File: src/rtl/valid_ready_pkg.sv
// Shared definitions for the byte-serial valid/ready split and accumulate blocks.
package valid_ready_pkg;

  localparam int DEFAULT_NUM_BYTES = 4;
  localparam int DEFAULT_BYTE_W    = 8;
  localparam int DEFAULT_SUM_W     = DEFAULT_BYTE_W + $clog2(DEFAULT_NUM_BYTES);

  typedef enum logic {
    IDLE = 1'b0,
    SEND = 1'b1
  } state_t;

  // Running-sum width that holds NUM_BYTES*(2^BYTE_W-1) without wrapping.
  function automatic int sum_width(input int byte_w, input int num_bytes);
    return byte_w + $clog2(num_bytes);
  endfunction

endpackage

File: src/rtl/valid_ready_split_if.sv
// Upstream word port plus downstream byte port of the width-down converter.
interface valid_ready_split_if #(
  parameter int NUM_BYTES = 4,
  parameter int BYTE_W    = 8
);
  localparam int WORD_W = NUM_BYTES * BYTE_W;
  localparam int SUM_W  = BYTE_W + $clog2(NUM_BYTES);

  logic [WORD_W-1:0] data_in;
  logic              valid_a;
  logic              ready_a;
  logic              valid_b;
  logic              ready_b;
  logic [BYTE_W-1:0] data_out;
  logic              last_b;
  logic [SUM_W-1:0]  sum_b;

  // slave: the converter itself; master: the producer/consumer environment around it.
  modport slave (
    input  data_in, valid_a, ready_b,
    output ready_a, valid_b, data_out, last_b, sum_b
  );

  modport master (
    output data_in, valid_a, ready_b,
    input  ready_a, valid_b, data_out, last_b, sum_b
  );

endinterface

File: src/rtl/valid_ready_split.sv
// Width-down converter: one NUM_BYTES-byte word in, NUM_BYTES single-byte beats out,
// each beat tagged with a last flag and the running sum of the word so far.
module valid_ready_split
  import valid_ready_pkg::*;
#(
  parameter int NUM_BYTES = DEFAULT_NUM_BYTES,
  parameter int BYTE_W    = DEFAULT_BYTE_W,
  parameter bit LSB_FIRST = 1'b1
) (
  input  logic                clk,
  input  logic                rst_n,
  valid_ready_split_if.slave  bus
);

  localparam int WORD_W = NUM_BYTES * BYTE_W;
  localparam int SUM_W  = sum_width(BYTE_W, NUM_BYTES);
  localparam int CNT_W  = $clog2(NUM_BYTES);
  localparam logic [CNT_W-1:0] CNT_LAST = CNT_W'(NUM_BYTES - 1);

  state_t            state_q, state_d;
  logic [CNT_W-1:0]  cnt_q, cnt_d;
  logic [WORD_W-1:0] shift_q, shift_d;
  logic [BYTE_W-1:0] data_q, data_d;
  logic [SUM_W-1:0]  sum_q, sum_d;

  logic              valid_b;
  logic              last_b;
  logic              ready_a;
  logic              up_acc;
  logic              dn_acc;
  logic [BYTE_W-1:0] load_byte;
  logic [WORD_W-1:0] load_rest;
  logic [BYTE_W-1:0] next_byte;
  logic [WORD_W-1:0] next_rest;

  // The outgoing byte always sits at the shift-out end; the rest of the word trails it.
  generate
    if (LSB_FIRST) begin : g_lsb_first
      assign load_byte = bus.data_in[BYTE_W-1:0];
      assign load_rest = bus.data_in >> BYTE_W;
      assign next_byte = shift_q[BYTE_W-1:0];
      assign next_rest = shift_q >> BYTE_W;
    end else begin : g_msb_first
      assign load_byte = bus.data_in[WORD_W-1 -: BYTE_W];
      assign load_rest = bus.data_in << BYTE_W;
      assign next_byte = shift_q[WORD_W-1 -: BYTE_W];
      assign next_rest = shift_q << BYTE_W;
    end
  endgenerate

  assign valid_b = (state_q == SEND);
  assign last_b  = valid_b && (cnt_q == CNT_LAST);
  assign dn_acc  = valid_b && bus.ready_b;
  // Accepting on the last taken byte lets consecutive words stream with no bubble.
  assign ready_a = (state_q == IDLE) || (dn_acc && last_b);
  assign up_acc  = bus.valid_a && ready_a;

  always_comb begin
    state_d = state_q;
    cnt_d   = cnt_q;
    shift_d = shift_q;
    data_d  = data_q;
    sum_d   = sum_q;

    unique case (state_q)
      IDLE: begin
        if (up_acc) begin
          state_d = SEND;
          cnt_d   = '0;
          shift_d = load_rest;
          data_d  = load_byte;
          sum_d   = SUM_W'(load_byte);
        end
      end
      SEND: begin
        if (dn_acc) begin
          if (last_b) begin
            if (up_acc) begin
              state_d = SEND;
              cnt_d   = '0;
              shift_d = load_rest;
              data_d  = load_byte;
              sum_d   = SUM_W'(load_byte);
            end else begin
              state_d = IDLE;
              cnt_d   = '0;
            end
          end else begin
            cnt_d   = cnt_q + CNT_W'(1);
            shift_d = next_rest;
            data_d  = next_byte;
            sum_d   = sum_q + SUM_W'(next_byte);
          end
        end
      end
      default: begin
        state_d = IDLE;
        cnt_d   = '0;
      end
    endcase
  end

  always_ff @(posedge clk or negedge rst_n) begin
    if (!rst_n) begin
      state_q <= IDLE;
      cnt_q   <= '0;
      shift_q <= '0;
      data_q  <= '0;
      sum_q   <= '0;
    end else begin
      state_q <= state_d;
      cnt_q   <= cnt_d;
      shift_q <= shift_d;
      data_q  <= data_d;
      sum_q   <= sum_d;
    end
  end

  assign bus.ready_a  = ready_a;
  assign bus.valid_b  = valid_b;
  assign bus.data_out = data_q;
  assign bus.last_b   = last_b;
  assign bus.sum_b    = sum_q;

endmodule

File: src/flat_wrapper.sv
// flat-port wrapper written by rule: the top's interface ports become plain ports
module valid_ready_split_flat import valid_ready_pkg::*;
#(
  parameter int NUM_BYTES = DEFAULT_NUM_BYTES,
  parameter int BYTE_W    = DEFAULT_BYTE_W,
  parameter bit LSB_FIRST = 1'b1
)
  (clk, rst_n, bus_data_in, bus_valid_a, bus_ready_b, bus_ready_a, bus_valid_b, bus_data_out, bus_last_b, bus_sum_b);
  valid_ready_split_if #(.NUM_BYTES(NUM_BYTES), .BYTE_W(BYTE_W)) bus_i ();
  input  logic clk;
  input  logic rst_n;
  input wire logic [$bits(bus_i.data_in)-1:0] bus_data_in;
  input wire logic [$bits(bus_i.valid_a)-1:0] bus_valid_a;
  input wire logic [$bits(bus_i.ready_b)-1:0] bus_ready_b;
  output wire logic [$bits(bus_i.ready_a)-1:0] bus_ready_a;
  output wire logic [$bits(bus_i.valid_b)-1:0] bus_valid_b;
  output wire logic [$bits(bus_i.data_out)-1:0] bus_data_out;
  output wire logic [$bits(bus_i.last_b)-1:0] bus_last_b;
  output wire logic [$bits(bus_i.sum_b)-1:0] bus_sum_b;
  assign bus_i.data_in = bus_data_in;
  assign bus_i.valid_a = bus_valid_a;
  assign bus_i.ready_b = bus_ready_b;
  assign bus_ready_a = bus_i.ready_a;
  assign bus_valid_b = bus_i.valid_b;
  assign bus_data_out = bus_i.data_out;
  assign bus_last_b = bus_i.last_b;
  assign bus_sum_b = bus_i.sum_b;
  valid_ready_split #(.NUM_BYTES(NUM_BYTES), .BYTE_W(BYTE_W), .LSB_FIRST(LSB_FIRST)) u_core (.clk(clk), .rst_n(rst_n), .bus(bus_i));
endmodule
File: config.mk
export PLATFORM = sky130hd
export DESIGN_NAME = valid_ready_split_flat
export DESIGN_NICKNAME = d
export VERILOG_FILES = /design/src/rtl/valid_ready_pkg.sv /design/src/rtl/valid_ready_split_if.sv /design/src/rtl/valid_ready_split.sv /design/src/flat_wrapper.sv
export SDC_FILE = /design/constraint.sdc
export NUM_CORES = 1
export LEC_CHECK = 0
export BUFFER_PORTS_ARGS = -buffer_cell sky130_fd_sc_hd__clkbuf_2
export CAP_MARGIN = 20
export CORE_MARGIN = 8
export CORE_UTILIZATION = 30
export CTS_CLUSTER_DIAMETER = 80
export CTS_CLUSTER_SIZE = 25
export DETAILED_ROUTE_END_ITERATION = 8
export GPL_TIMING_DRIVEN = 0
export PLACE_DENSITY = 0.58
export SLEW_MARGIN = 5
export SYNTH_ARGS = -nofsm -noshare
export SYNTH_HDL_FRONTEND = slang
export SYNTH_SLANG_ARGS = --single-unit
File: constraint.sdc
create_clock -name clk -period 5.85 [get_ports clk]
set_input_delay 0.2925 -clock clk [delete_from_list [all_inputs] [get_ports clk]]
set_output_delay 0.2925 -clock clk [all_outputs]
set_load 0.01 [all_outputs]
==> impl_metrics.py, run 1 <==
metrics = {
    "logic_synthesis": {
        "yosysWarnings": 0,
        "syn_nets": 311,
        "synth_area_um2": 2650,
        "synth_seq_area_share": 0.5005,
        "ys_seq_elements": 53,
        "synthCells": 265,
        "synth.distinct_cells": 46,
        "syn_avg_cell_area_um2": 10.00,
    },
    "status": {
        "outcome": "completed",
    },
    "clock_tree": {
        "cts_resized": 0,
        "clkTransAtPathRegs_ns": 0.11,
        "clk_latency_ns": 0.31,
        "numCtsBuffers": 5,
        "cts_hold_buf": 0,
        "cts_tree": "built",
        "htreeDepth": 2,
        "clock-sinks": 53,
        "post_cts_buffers": 0,
        "clockBufferDepth": 2,
        "cts_root_buffer": "clkbuf_8",
    },
    "power": {
        "p_sw_uw": 734.3,
        "p_leak_uw": 0.001469,
        "finalPower_uw": 1783,
        "netSwitchingFraction": 0.4119,
        "clockPowerShare": 0.149,
        "ir_drop_mv": 0.1736,
        "seqPwrFrac": 0.354,
        "p_int_uw": 1048,
        "comb_power_share": 0.497,
        "power.density_nw_per_um2": 560.3,
    },
    "finish": {
        "final_common_cell": "clkbuf_2",
        "drive_above_1_share": 0.2683,
        "final_cells": 436,
        "final_core_util": 0.3684,
        "fillers": 881,
        "final_area_um2": 3182,
        "layout.nets": 373,
        "antennaDiodeCount": 0,
        "mostFrequentLayoutCells": "clkbuf_2 (54), nor2_1 (53), dfrtp_1 (53)",
        "area_growth_pct": 20.07,
    },
    "grt": {
        "grt_overflow": 0,
        "grt_antenna_before_repair": 0,
        "grt_use_total": 0.1306,
        "grt_max_degree": 54,
        "grt_pass1_vias": 2418,
        "grt_pass1_wl_mm": 12.30,
    },
    "floorplan": {
        "die-area_um2": 12100,
        "start_util": 0.3069,
        "die_w_um": 110.0,
        "num_rows": 34,
        "die_h_um": 110.0,
        "core_um2": 8636,
        "pin_count": 57,
    },
    "worst_setup_path": {
        "rr_worst_depth": 7,
        "critPathSlowestCell": "fa_1",
        "regToRegSetupSlack_ns": 3.68,
        "worst-path-buf-inv": 0,
        "crit_start": "u_core.bus.sum_b[0]$_DFFE_PN0P_",
        "crit_chain": "ha_1 -> fa_1 -> a211oi_1 -> o21bai_1 -> a21oi_1 -> xor2_1 -> o21ai_1",
        "startpoint_type": "flop",
        "crit_end": "u_core.bus.sum_b[6]$_DFFE_PN0P_",
        "cpPeakStageDelay_ns": 0.46,
        "crit_cells": 7,
        "reg2reg_from": "u_core.bus.sum_b[0]$_DFFE_PN0P_",
        "crit_family": "compound AO/OA/AOI/OAI gates",
        "critPathMaxFanout": 3,
        "worstPathRequired_ns": 6.05,
        "path_class": "reg2reg",
        "cp.arrival_ns": 2.36,
        "r2r_end": "u_core.bus.sum_b[6]$_DFFE_PN0P_",
        "end_kind": "flop",
    },
    "place": {
        "dp_hpwl_mm": 5.463,
        "gp_congestion": 0.8842,
        "portBuffers": 55,
        "post-place-cells": 428,
        "dpl-instance-area_um2": 3063,
    },
    "sta": {
        "fin_crit_sh": 0.3706,
        "rsz0062_at_grt": "no",
        "post-route-min-period_ns": 2.168,
        "setup_viol": 0,
        "worst_slew_pin_slew_ns": 0.7347,
        "final_max_slew_viol_count": 0,
        "tns_ns": 0,
        "hold_viol": 0,
        "fmax_mhz": 461.3,
        "slew_headroom": 0.5102,
        "fin_skew_ns": 0.009764,
    },
    "route": {
        "wl_mm": 7.343,
        "vias_per_cell": 4.984,
        "vias": 2173,
        "drtAntennaViolNets": 0,
        "route.detailed.drc": 0,
        "detail_route.wl_per_cell_um": 16.84,
        "initialDrtViolationCount": 38,
        "dr.pass1.iters": 5,
    },
    "job": {
        "drv_cap": 0,
    },
    "min_path": {
        "hold_class": "in2async",
    },
}
through the flow:
stage               hold WS [ns]  worst slack, ns
global route              0.1104            3.520
finish                   0.03854            3.682
detailed placement        0.4317            3.710
CTS                      0.08414            3.675
global placement          0.4674            3.712
floorplan              -0.003091            3.851
how the worst min path moves through the flow:
stage | end | slack [ns]
finish | u_core.shift_q[19]$_DFFE_PN0P_ | 0.04
global placement | u_core.bus.data_out[0]$_DFFE_PN0P_ | 0.47
detailed placement | u_core.shift_q[19]$_DFFE_PN0P_ | 0.43
CTS | u_core.shift_q[19]$_DFFE_PN0P_ | 0.08
floorplan | u_core.bus.data_out[0]$_DFFE_PN0P_ | -0.003
global route | u_core.shift_q[18]$_DFFE_PN0P_ | 0.11
Yosys cell counts (all sizes together):
master  count  share of area
nor2       56          0.089
dfrtp      53           0.50
o22ai      28          0.066
o21ai      18          0.038
a21oi      16          0.030
nand2      16          0.025
buf        12          0.036
a22oi      11          0.039
and2       10          0.024
ha          9          0.042
a21o        3         0.0085
nor2b       3         0.0071
xor2        3         0.0099
a211oi      2         0.0057
a22o        2         0.0066
and3        2         0.0066
o211ai      2         0.0057
or2b        2         0.0071
a221oi      1         0.0033
and2b       1         0.0038
clkbuf      1         0.0014
fa          1         0.0076
inv         1         0.0014
mux2        1         0.0042
mux2i       1         0.0038
nand3       1         0.0019
nand3b      1         0.0028
nor4        1         0.0024
o21a        1         0.0028
o21bai      1         0.0028
o311ai      1         0.0033
o31ai       1         0.0028
or2         1         0.0024
or3         1         0.0024
xnor2       1         0.0033
sequential cells by signal, summed over array words and instances (netlist names):
name and flops:
u_core.bus.sum_b 10, u_core.bus.valid_b 1, u_core.cnt_q 2, u_core.shift_q 32, u_core.bus.data_out 8
layer usage:
metal | wire [µm] | vias to the layer above | track usage
li1 | - | 1066 | -
met1 | 3366 | 1047 | 0.1641
met2 | 3352 | 49 | 0.2102
met3 | 440 | 11 | 0.03663
met4 | 184 | 0 | 0.04629
met5 | 0 | - | 0
power by group through the flow:
stage | combinational [µW] | clock, µW | sequential [µW]
6_report | 887 | 265 | 630
5_1_grt | 1010 | 288 | 653
4_1_cts | 899 | 272 | 632
3_5_place_dp | 893 | 0 | 640
3_3_place_gp | 873 | 0 | 632
2_1_floorplan | 631 | 0 | 636
final cells by class:
| class | count | area, µm² | share of cell area |
|---|---|---|---|
| timing repair buffer | 55 | 277.8 | 0.08730 |
| sequential | 53 | 1326 | 0.4168 |
| inverter | 1 | 3.754 | 0.001180 |
| buffer | 13 | 98.84 | 0.03107 |
| clock buffer | 5 | 68.82 | 0.02163 |
| multi-input combinational | 198 | 1221 | 0.3838 |
| tap | 108 | 135.1 | 0.04247 |
| clock inverter | 3 | 50.05 | 0.01573 |
cells by family after synthesis:
group | after synthesis | synth area share
AND/OR/NAND/NOR | 95 | 0.1747
AO/OA/AOI/OAI | 87 | 0.2148
flip-flops | 53 | 0.5005
buffers and inverters | 14 | 0.03871
adder cells (fa/ha/maj) | 10 | 0.05005
XOR/XNOR | 4 | 0.01322
multiplexers | 2 | 0.008026
No activity file was read; power rests on OpenSTA's default activity.
==> run 2, diff against run 1 <==
--- a/config.mk
+++ b/config.mk
@@ -5,6 +5,7 @@
 export SDC_FILE = /design/constraint.sdc
 export NUM_CORES = 1
 export LEC_CHECK = 0
+export ABC_AREA = 1
 export BUFFER_PORTS_ARGS = -buffer_cell sky130_fd_sc_hd__clkbuf_2
 export CAP_MARGIN = 20
 export CORE_MARGIN = 8
==> constraint.sdc (replaced) <==
create_clock -name clk -period 2.2 [get_ports clk]
set_input_delay 0.11 -clock clk [delete_from_list [all_inputs] [get_ports clk]]
set_output_delay 0.11 -clock clk [all_outputs]
set_load 0.01 [all_outputs]
==> impl_metrics.py, run 2 <==
metrics = {
    "logic_synthesis": {
        "synth_area_um2": 2765,
        "yosysWarnings": 0,
        "synth_area_leader_cell": "dfrtp_1",
        "yosys.area.top_type_share": 0.4796,
        "synth_edf_count": 0,
        "async_flop_share": 1.000,
        "synth_commonest_cells": "nor2_1 (59), nand2_1 (58), dfrtp_1 (53)",
        "synth.distinct_cells": 32,
        "synth_seq_area_share": 0.4796,
        "synthTopCellsByArea": "dfrtp_1 (48%), nor2_1 (8.0%), nand2_1 (7.9%)",
        "synthCells": 328,
        "ys_seq_elements": 53,
        "synth_most_common_cell": "nor2_1",
        "synth_flop_cell": "dfrtp_1",
        "syn_avg_cell_area_um2": 8.430,
        "syn_nets": 374,
    },
    "sta": {
        "fin_ws_ns": 0.3188,
        "tns_ns": 0,
        "rsz0062_at_grt": "no",
        "final_max_slew_viol_count": 0,
        "post-route-min-period_ns": 1.881,
        "hold_viol": 0,
        "fin_crit_sh": 0.8551,
        "setup_viol": 0,
        "worst_slew_pin_slew_ns": 0.7252,
        "fin_skew_ns": 0.009940,
        "slew_headroom": 0.5166,
        "fmax_mhz": 531.6,
    },
    "worst_setup_path": {
        "path_class": "reg2reg",
        "end_kind": "flop",
        "cp.arrival_ns": 2.09,
        "worstPathRequired_ns": 2.41,
        "startpoint_type": "flop",
        "reg2reg_from": "u_core.shift_q[0]$_DFFE_PN0P_",
        "r2r_end": "u_core.bus.sum_b[8]$_DFFE_PN0P_",
        "critPathMaxFanout": 3,
        "rr_worst_depth": 8,
        "regToRegSetupSlack_ns": 0.32,
    },
    "floorplan": {
        "die-area_um2": 12550,
        "pin_count": 57,
        "start_util": 0.3036,
        "num_rows": 35,
        "core_um2": 9109,
        "die_h_um": 112.0,
        "die_w_um": 112.0,
    },
    "finish": {
        "drive_above_1_share": 0.2417,
        "regArea_um2": 1326,
        "multi_input_area_um2": 1185,
        "fillers": 969,
        "layout.nets": 438,
        "largest_reg_flops": 32,
        "area_growth_pct": 20.45,
        "final_common_cell": "nor2_1",
        "final_area_um2": 3331,
        "mostFrequentLayoutCells": "nor2_1 (59), nand2_1 (58), clkbuf_2 (55)",
        "antennaDiodeCount": 0,
        "largest_register": "u_core.shift_q",
    },
    "clock_tree": {
        "numCtsBuffers": 5,
        "clockBufferDepth": 2,
        "cts_root_buffer": "clkbuf_8",
        "clock-sinks": 53,
        "htreeDepth": 2,
        "cts_tree": "built",
        "clkTransAtPathRegs_ns": 0.10,
        "clk_latency_ns": 0.31,
    },
    "min_path": {
        "hp-start": "bus_data_in[23]",
        "min_to": "u_core.shift_q[15]$_DFFE_PN0P_",
        "hold_depth": 3,
        "hold_class": "in2reg",
    },
    "route": {
        "detail_route.wl_per_cell_um": 14.34,
        "dr.pass1.iters": 4,
        "initialDrtViolationCount": 89,
        "vias_per_cell": 4.661,
        "vias": 2349,
        "route.detailed.drc": 0,
        "wl_mm": 7.225,
        "drtAntennaViolNets": 0,
    },
    "power": {
        "ir_drop_mv": 0.5188,
        "power.density_nw_per_um2": 1484,
        "p_leak_uw": 0.001672,
    },
    "status": {
        "outcome": "completed",
    },
    "place": {
        "gp_congestion": 0.9147,
        "dp_hpwl_mm": 5.524,
        "dpl-instance-area_um2": 3187,
        "dpl_worst_slack_ns": 0.3462,
        "portBuffers": 56,
    },
    "grt": {
        "grt_antenna_before_repair": 0,
        "grt-busiest-layer": "met2",
        "met3_usage": 0.02219,
        "met2_usage": 0.2040,
        "grt_pass1_vias": 2506,
        "grt_use_met1": 0.1608,
        "grt_overflow": 0,
        "grt_pass1_wl_mm": 12.56,
        "grt_use_total": 0.1240,
        "grt_max_degree": 54,
    },
    "job": {
        "drv_cap": 0,
    },
}
[run 2: cell count changes after synthesis, moves of 6 or more]
cell,change
inv_1,+34
and2_1,-10
nand2_1,+43
a22oi_1,-7
nor2_1,+6
nand3_1,+12
[run 2: worst max path at each step]
| stage | start | cells past startpoint | endpoint | slack [ns] |
|---|---|---|---|---|
| after global placement | u_core.bus.sum_b[0]$_DFFE_PN0P_ | 8 | u_core.bus.sum_b[8]$_DFFE_PN0P_ | 0.36 |
| after detailed placement | u_core.bus.sum_b[0]$_DFFE_PN0P_ | 8 | u_core.bus.sum_b[8]$_DFFE_PN0P_ | 0.35 |
| after CTS | u_core.bus.sum_b[0]$_DFFE_PN0P_ | 8 | u_core.bus.sum_b[8]$_DFFE_PN0P_ | 0.32 |
| final | u_core.shift_q[0]$_DFFE_PN0P_ | 8 | u_core.bus.sum_b[8]$_DFFE_PN0P_ | 0.32 |
| after global routing | u_core.bus.sum_b[0]$_DFFE_PN0P_ | 8 | u_core.bus.sum_b[8]$_DFFE_PN0P_ | 0.20 |
| after floorplan | u_core.bus.sum_b[0]$_DFFE_PN0P_ | 8 | u_core.bus.sum_b[8]$_DFFE_PN0P_ | 0.48 |
[run 2: per-stage QoR]
step / instances / hold WS (ns) / utilization / power, µW
6_report: 504 / 0.02835 / 0.3657 / 4943
5_1_grt: 504 / 0.03688 / 0.3657 / 5467
4_1_cts: 504 / 0.02568 / 0.3657 / 4987
3_5_place_dp: 495 / 0.2416 / 0.3499 / 4196
3_3_place_gp: 495 / 0.3424 / 0.3496 / 4131
2_1_floorplan: 328 / -0.1856 / - / 3459
[run 2: final cells by class]
type | instances | area share
Timing Repair Buffer | 57 | 0.08790
Buffer | 13 | 0.03193
Tap cell | 111 | 0.04170
Sequential cell | 53 | 0.3982
Clock inverter | 3 | 0.01953
Multi-Input combinational cell | 224 | 0.3557
Clock buffer | 5 | 0.02066
Inverter | 38 | 0.04433
[run 2: metal layers]
| layer | share of wire | vias up |
|---|---|---|
| met1 | 0.48 | 1072 |
| met5 | 0 | - |
| met2 | 0.47 | 71 |
| met4 | 0.014 | 0 |
| met3 | 0.043 | 8 |
| li1 | - | 1198 |
[run 2: where the power goes]
part / total [µW] / switching [µW] / internal (µW) / leakage (µW)
logic: 2500 / 1480 / 1020 / 0.000970
registers: 1650 / 286 / 1370 / 0.000634
clock network: 784 / 332 / 452 / 0.0000681
total: 4940 / 2100 / 2840 / 0.00167
[run 2: critical path, cell delays in order, from the launching register on]
cell and delay [ns]:
dfrtp_1 0.42, ha_1 0.24, fa_1 0.46, nand3_1 0.12
nand3_1 0.12, nand2_1 0.10, nand3_1 0.10, a21oi_1 0.14
nor2_1 0.06
[run 2: repair_timing]
action	CTS	global route
hold endpoints to repair	53	0
hold buffers	1	0
buffers inserted	0	0
resized for setup	0	0
[run 2: logic make-up after synthesis]
kind of cell | Yosys count | share of synthesized area
AND/OR/NAND/NOR | 144 | 0.2240
AO/OA/AOI/OAI | 69 | 0.1534
flip-flops | 53 | 0.4796
buffers and inverters | 51 | 0.09185
adder cells (fa/ha/maj) | 10 | 0.04796
XOR/XNOR | 1 | 0.003168
